## config.mk

```make
export PLATFORM = sky130hd
export DESIGN_NAME = rx_frame_decoder
export DESIGN_NICKNAME = d
export VERILOG_FILES = /design/src/rtl/rx_link_pkg.sv /design/src/rtl/link_sync.sv /design/src/rtl/rx_frame_decoder.sv
export SDC_FILE = /design/constraint.sdc
export NUM_CORES = 1
export LEC_CHECK = 0
export ABC_AREA = 1
export BUFFER_PORTS_ARGS = -buffer_cell sky130_fd_sc_hd__buf_4
export CELL_PAD_IN_SITES_DETAIL_PLACEMENT = 1
export CELL_PAD_IN_SITES_GLOBAL_PLACEMENT = 1
export CORE_UTILIZATION = 42
export CTS_BUF_LIST = sky130_fd_sc_hd__clkbuf_8
export CTS_CLUSTER_DIAMETER = 50
export DETAILED_ROUTE_END_ITERATION = 10
export PLACE_DENSITY = 0.84
export SETUP_SLACK_MARGIN = 0.1
export SYNTH_ARGS = -nofsm -noshare
export SYNTH_HDL_FRONTEND = slang
export SYNTH_SLANG_ARGS = --single-unit
```

## constraint.sdc

```tcl
create_clock -name CLOCK_50 -period 1.4 [get_ports CLOCK_50]
set_input_delay 0.35 -clock CLOCK_50 [delete_from_list [all_inputs] [get_ports CLOCK_50]]
set_output_delay 0.35 -clock CLOCK_50 [all_outputs]
set_load 0.02 [all_outputs]
```

## src/rtl/rx_link_pkg.sv

```systemverilog
// Shared types and framing constants for the two-wire button-code link receiver.
package rx_link_pkg;

  // Deframer states: waiting for a start bit, collecting data, then parity, then stop.
  typedef enum logic [1:0] {
    IDLE   = 2'd0,
    DATA   = 2'd1,
    PARITY = 2'd2,
    STOP   = 2'd3
  } state_t;

  localparam int   FRAME_DATA_BITS = 8;
  localparam logic START_LEVEL     = 1'b0;
  localparam logic STOP_LEVEL      = 1'b1;
  localparam logic IDLE_LEVEL      = 1'b1;

  // Even parity over the data byte: the parity bit the transmitter sends.
  function automatic logic even_parity(input logic [FRAME_DATA_BITS-1:0] d);
    return ^d;
  endfunction

endpackage

```

## src/rtl/link_sync.sv

```systemverilog
// Multi-flop synchronizer for one asynchronous link wire; presets to the idle level.
module link_sync
  import rx_link_pkg::*;
#(
  parameter int SYNC_STAGES = 2
) (
  input  logic clk,
  input  logic rst_n,
  input  logic din,
  output logic dout
);

  logic [SYNC_STAGES-1:0] chain;

  // Shift the raw wire through the flop chain; reset to idle so no false edge appears.
  always_ff @(posedge clk or negedge rst_n) begin
    if (!rst_n) chain <= {SYNC_STAGES{IDLE_LEVEL}};
    else        chain <= {chain[SYNC_STAGES-2:0], din};
  end

  assign dout = chain[SYNC_STAGES-1];

endmodule

```

## src/rtl/rx_frame_decoder.sv

```systemverilog
// Receives start/8 data/even parity/stop frames clocked by link_clk and presents the code.
// Output pulses (code_valid, parity_err, frame_err) are single-cycle strobes with no
// back-pressure: downstream logic must consume them in the cycle they are high.
module rx_frame_decoder
  import rx_link_pkg::*;
#(
  parameter int TIMEOUT_CYCLES = 25000,
  parameter int SYNC_STAGES    = 2
) (
  input  logic       CLOCK_50,
  input  logic       reset_n,
  input  logic       link_clk,
  input  logic       link_data,
  output logic [7:0] code,
  output logic       code_valid,
  output logic       parity_err,
  output logic       frame_err,
  output logic       busy,
  output state_t     state_dbg
);

  localparam int TCW = $clog2(TIMEOUT_CYCLES + 1);

  logic           sync_clk, sync_data, sync_clk_d;
  logic           rise_q, bit_q;
  state_t         state, state_n;
  logic [2:0]     bit_cnt, bit_cnt_n;
  logic [7:0]     shreg, shreg_n;
  logic           par_bit, par_bit_n;
  logic [7:0]     code_n;
  logic           valid_n, perr_n, ferr_n;
  logic [TCW-1:0] tcnt, tcnt_n;

  link_sync #(.SYNC_STAGES(SYNC_STAGES)) u_sync_clk (
    .clk(CLOCK_50), .rst_n(reset_n), .din(link_clk), .dout(sync_clk)
  );

  link_sync #(.SYNC_STAGES(SYNC_STAGES)) u_sync_data (
    .clk(CLOCK_50), .rst_n(reset_n), .din(link_data), .dout(sync_data)
  );

  // Registered rising-edge strobe; data is delayed by the same flop so it aligns with the strobe.
  always_ff @(posedge CLOCK_50 or negedge reset_n) begin
    if (!reset_n) begin
      sync_clk_d <= IDLE_LEVEL;
      rise_q     <= 1'b0;
      bit_q      <= IDLE_LEVEL;
    end else begin
      sync_clk_d <= sync_clk;
      rise_q     <= sync_clk & ~sync_clk_d;
      bit_q      <= sync_data;
    end
  end

  // State and datapath registers for the deframer.
  always_ff @(posedge CLOCK_50 or negedge reset_n) begin
    if (!reset_n) begin
      state      <= IDLE;
      bit_cnt    <= '0;
      shreg      <= '0;
      par_bit    <= 1'b0;
      code       <= '0;
      code_valid <= 1'b0;
      parity_err <= 1'b0;
      frame_err  <= 1'b0;
      busy       <= 1'b0;
      tcnt       <= '0;
    end else begin
      state      <= state_n;
      bit_cnt    <= bit_cnt_n;
      shreg      <= shreg_n;
      par_bit    <= par_bit_n;
      code       <= code_n;
      code_valid <= valid_n;
      parity_err <= perr_n;
      frame_err  <= ferr_n;
      busy       <= (state_n != IDLE);
      tcnt       <= tcnt_n;
    end
  end

  // Next-state, shift, frame evaluation and inactivity timeout.
  always_comb begin
    state_n   = state;
    bit_cnt_n = bit_cnt;
    shreg_n   = shreg;
    par_bit_n = par_bit;
    code_n    = code;
    valid_n   = 1'b0;
    perr_n    = 1'b0;
    ferr_n    = 1'b0;
    tcnt_n    = tcnt;
    if (rise_q) begin
      tcnt_n = '0;
      case (state)
        IDLE: begin
          if (bit_q == START_LEVEL) begin
            state_n   = DATA;
            bit_cnt_n = '0;
          end
        end
        DATA: begin
          shreg_n   = {bit_q, shreg[7:1]};
          bit_cnt_n = bit_cnt + 3'd1;
          if (bit_cnt == 3'(FRAME_DATA_BITS - 1)) state_n = PARITY;
        end
        PARITY: begin
          par_bit_n = bit_q;
          state_n   = STOP;
        end
        STOP: begin
          state_n = IDLE;
          // A broken stop bit outranks a parity error: the whole frame is suspect.
          if (bit_q != STOP_LEVEL) begin
            ferr_n = 1'b1;
          end else if (par_bit != even_parity(shreg)) begin
            perr_n = 1'b1;
          end else begin
            code_n  = shreg;
            valid_n = 1'b1;
          end
        end
        default: state_n = IDLE;
      endcase
    end else if (state != IDLE) begin
      if (tcnt == TCW'(TIMEOUT_CYCLES - 1)) begin
        ferr_n  = 1'b1;
        state_n = IDLE;
        tcnt_n  = '0;
      end else begin
        tcnt_n = tcnt + TCW'(1);
      end
    end
  end

  assign state_dbg = state;

endmodule

```

# Word-level counts from Yosys, hierarchy flattened
# Index checks and enable logic that the tools add are counted.
# word_totals
reg_bits	48
out_inout_bits	14
word_cells	61
# op_classes
add_sub_neg	2
n_eq_ne	7
n_mux	24
n_bitwise	3
reduce_logical	10
# ops
op	count
$mux 15	3
$add 15x1->15 const B	1
$eq 15x15->1 const B	1
$mux 1	13
$mux 2	5
$pmux 2 s4	1
$reduce_bool 2->1	4
$reduce_xor 8->1	1
$pmux 3 s2	1
$eq 2x2->1 const B	2
$reduce_and 2->1	2
$reduce_and 4->1	1
$add 3x1->3 const B	1
$eq 3x3->1 const B	1
$mux 3	1
$reduce_and 3->1	1
$eq 2x1->1 const B	1
$logic_not 2->1	1
$ne 2x2->1 const B	1
$not 1->1	2
$and 1x1->1	1
$ne 1x1->1	1

# Longest topological paths before layout
# depth
ltp_word	6
depth_mapped	11

# Hierarchy
# Synthesis repeated with hierarchy kept, for this count alone.
# unflattened
cells_unflattened	278
area_unflattened_um2	2351.0
# by_module_without_submodules
module	instances	cells_each	area_per_inst_um2	seq_area_each_um2
rx_frame_decoder	1	274	2245.9	1103.6
link_sync	2	2	52.6	52.6

# Least setup slack after synthesis
# No wires, ideal clock.
# synth_path
path_type	reg2reg
startpoint	register tcnt[0]
endpoint	register tcnt[8]
setup_ps	119
t_arrival_ps	1284
t_required_ps	1281
setup_slack_ps	-3
stages_incl_launch_ff	9
period_less_slack_ps	1403
cell_sequence	dfrtp_1 -> ha_1 -> nand2_2 -> nor2_4 -> inv_1 -> nor3_2 -> nand2_1 -> xor2_1 -> nor2_2
# synth_between
elab_chain_len	4
elab_cells_between_ends	5
cone_classes	add/sub (1); eq/ne (1); mux (3)
# synth_rtl
item	line	text
start: declaration	rx_frame_decoder.sv:32	logic [TCW-1:0] tcnt, tcnt_n;
start signal: assignment	rx_frame_decoder.sv:78	tcnt <= tcnt_n;
$add 15x1->15 / $eq 15x15->1 (equally long branches)	rx_frame_decoder.sv:131, rx_frame_decoder.sv:126	
$mux 15 (*)	rx_frame_decoder.sv:126	if (tcnt == TCW'(TIMEOUT_CYCLES - 1)) begin
$mux 15 (*)	rx_frame_decoder.sv:125	end else if (state != IDLE) begin
$mux 15 (*)	rx_frame_decoder.sv:93	if (rise_q) begin
# Every way passes the cells marked *; elsewhere a longest branch is shown, timed or not. The select of a mux whose other input is x is not followed.
# A chain may end at the register's enable or synchronous reset.

# Worst setup path after layout
# layout_path
startpoint	register tcnt[1]
endpoint	register tcnt[7]
# The elaborated chain is that of the path after synthesis.

==> reports/qor.yml <==
outcome: "complete, but fails checks"
violations: "negative setup slack"
yosys_warnings: 0
ant_nets: 0
regToRegStartpoint: "tcnt[1]"
p_leak_nw: 1.60
io_pins: 18
start_util: 0.436
dp.cells: 399
relSlewSlack: 0.761
wl_met1_mm: 3.47
regArea_sq_um: 1220
whs_ns: 0.138
whs_path_depth: 1
die_width_um: 77.4
synth_ff_type: "dfrtp_1"
final_hold_viol_count: 0
pre_cts_slack_ns: -0.0568
r2r-end: "tcnt[7]"
hp-start: "link_data"
cts_tree: "yes"
ff2ff_setup_slack_ns: -0.15
drv_slew: 0
antenna_cells: 0
place_area_sq_um: 2750
grt_usage: 0.240
fmax_mhz: 644
synth.cell_area_sq_um: 2380
synth_top_area_share: 0.441
start_kind: "flip-flop"
synth_edf_count: 0
grt_pass1_vias: 2291
antenna_found_initial: 0
row_count: 27
cp.required_ns: 1.65
pwr_density_cell_nw_per_um2: 1550
setup_violations: 19
wl_per_cell_um: 19.8
min_to: "u_sync_data.chain[0]"
peakVddDrop_uv: 768
dr_wl_met3_um: 337
clockBufferDepth: 2
dieHeight_um: 77.4
drt-initial-drc-count: 168
fin_skew_ns: 0.0112
routed_wl_mm: 8.45
cts.sinks: 48
h-tree-depth: 2
place_hpwl_mm: 4.37
n_fill_cell: 628
rsz0062_at_grt: "true"
via_count: 2368
io_buffers: 17
fin_area_sq_um: 3430
drtPass1Iterations: 4
die_area_sq_um: 5980
setup_slack_ns: -0.152
avgSynthCellArea_sq_um: 8.14
synth.most_common_cell: "nand2_1"
async_flop_share: 1.00
synth_commonest_cells: "83 x nand2_1, 42 x dfrtp_1, 36 x inv_1"
critPathArrivalTime_ns: 1.80
highest_layer: "met4"
path_max_fanout: 3
fin_cells: 426
grt-ovfl-total: 0
cts-root-buf: "clkbuf_8"
fin_crit_sh: 1.11
grt_max_degree: 34
synth_nets: 300
ys_types: 28
fin_crit_ns: 1.55
clk_transition_reported_paths_ns: 0.09
cap_violations: 0
synthCells: 293
layout.nets: 360
drc: 0
core_sq_um: 5470
syn2layout_area_growth_pct: 44.0
multi_input_area_sq_um: 1410
gp_congestion: 0.915
hp-class: "primary input to flip-flop"
synth-seq-cells: 48
avgViaCountPerCell: 5.56
reg2regPathDepth: 9
layout-drive-gt1-share: 0.458
worstSkewPairLatency_ns: 0.31
tightestPinTransition_ns: 0.355
path_class: "flip-flop to flip-flop"
synth_area_leader_cell: "dfrtp_1"
crit_path_end_kind: "flip-flop"
grt_pass1_wl_mm: 11.1
wl_met2_mm: 4.37
synth_area_leaders: "dfrtp_1 44%, nand2_1 13%, dfstp_2 6.6%, nand3_1 6.1%, inv_1 5.7%"
cts_buffers: 5
seq_area_frac_synth: 0.507
-- critical path, stage by stage (launching register included) --
cell and delay (ns):
dfrtp_1 0.42, buf_4 0.14, buf_4 0.10, nand2_2 0.07, nor2_4 0.14, nand2_2 0.08
nor3_2 0.15, xor2_1 0.22, nand2_1 0.11, inv_1 0.06
-- cell usage in the layout (no fill, tap or decap), types with 3 or more instances in the layout --
cell,count
dfrtp_1,31
nand3_2,8
clkbuf_8,5
nand2_2,16
buf_6,7
buf_4,44
o21ai_1,5
nand4_1,11
inv_1,26
nand2_1,60
o21ai_0,13
dfstp_2,6
inv_4,3
nand3_4,6
nand2_4,13
nor2_4,7
nand3_1,15
dfrtp_2,11
xor2_1,5
nor3_1,3
nor2_2,6
nor2_1,19
inv_2,9
-- timing repair --
item | 4_1_cts | 5_1_grt
endpoints found under the hold margin | 12 | 0
setup endpoints to repair | 29 | 36
buffers inserted | 8 | 8
cloned | 2 | 1
pin swaps | 12 | 25
resized for setup | 40 | 80
hold buffers | 1 | 0
-- logic make-up after synthesis --
group | count (synthesis) | synth area share
flip-flops | 48 | 0.507
XOR/XNOR | 6 | 0.0220
buffers and inverters | 42 | 0.0708
adder cells (fa/ha/maj) | 3 | 0.0157
AND/OR/NAND/NOR | 167 | 0.322
AO/OA/AOI/OAI | 27 | 0.0630
-- stage by stage --
stage,TNS [ns],power (mW),utilization
after floorplan,0,2.59,-
after CTS,-0.268,4.38,0.563
after detailed placement,-0.592,3.05,0.502
after global routing,-2.91,5.55,0.627
after global placement,0,2.97,0.502
final,-1.32,5.32,0.627
-- worst max path at each step --
| stage | from | to | slack (ns) |
|---|---|---|---|
| 5_1_grt | tcnt[1] | tcnt[7] | -0.26 |
| 6_report | tcnt[1] | tcnt[7] | -0.15 |
| 2_1_floorplan | tcnt[1] | tcnt[8] | 0.06 |
| 3_5_place_dp | shreg[2] | code[2] | -0.06 |
| 4_1_cts | shreg[3] | code[2] | -0.03 |
| 3_3_place_gp | tcnt[1] | tcnt[3] | 0.02 |
-- final cells by class --
cell class	instances	area share
multi-input cells	205	0.410
flip-flops and latches	48	0.356
repair buffers	54	0.129
inverters	39	0.0463
well taps	72	0.0262
clock buffers	5	0.0200
clock inverters	3	0.0124
-- routing by layer --
layer | GRT usage | vias up
met3 | 0.0400 | 24
met2 | 0.411 | 68
met1 | 0.313 | 1209
li1 | - | 1067
met5 | 0 | -
met4 | 0.0679 | 0
-- sequential cells by signal (all words and copies together) (netlist names) --
name / cells
par_bit: 1
busy: 1
u_sync_clk.chain: 2
parity_err: 1
bit_cnt: 3
u_sync_data.chain: 2
state_dbg: 2
shreg: 8
code: 8
rise_q: 1
tcnt: 15
bit_q: 1
frame_err: 1
sync_clk_d: 1
code_valid: 1
-- power by group --
group          leakage [nW]  switching, mW  total, mW  internal (mW)
Combinational         0.931           1.48       2.39          0.916
Clock                0.0541          0.492       1.02          0.529
Sequential            0.613          0.298       1.91           1.61
Total                  1.60           2.27       5.32           3.05
No activity file was read; power rests on OpenSTA's default activity.
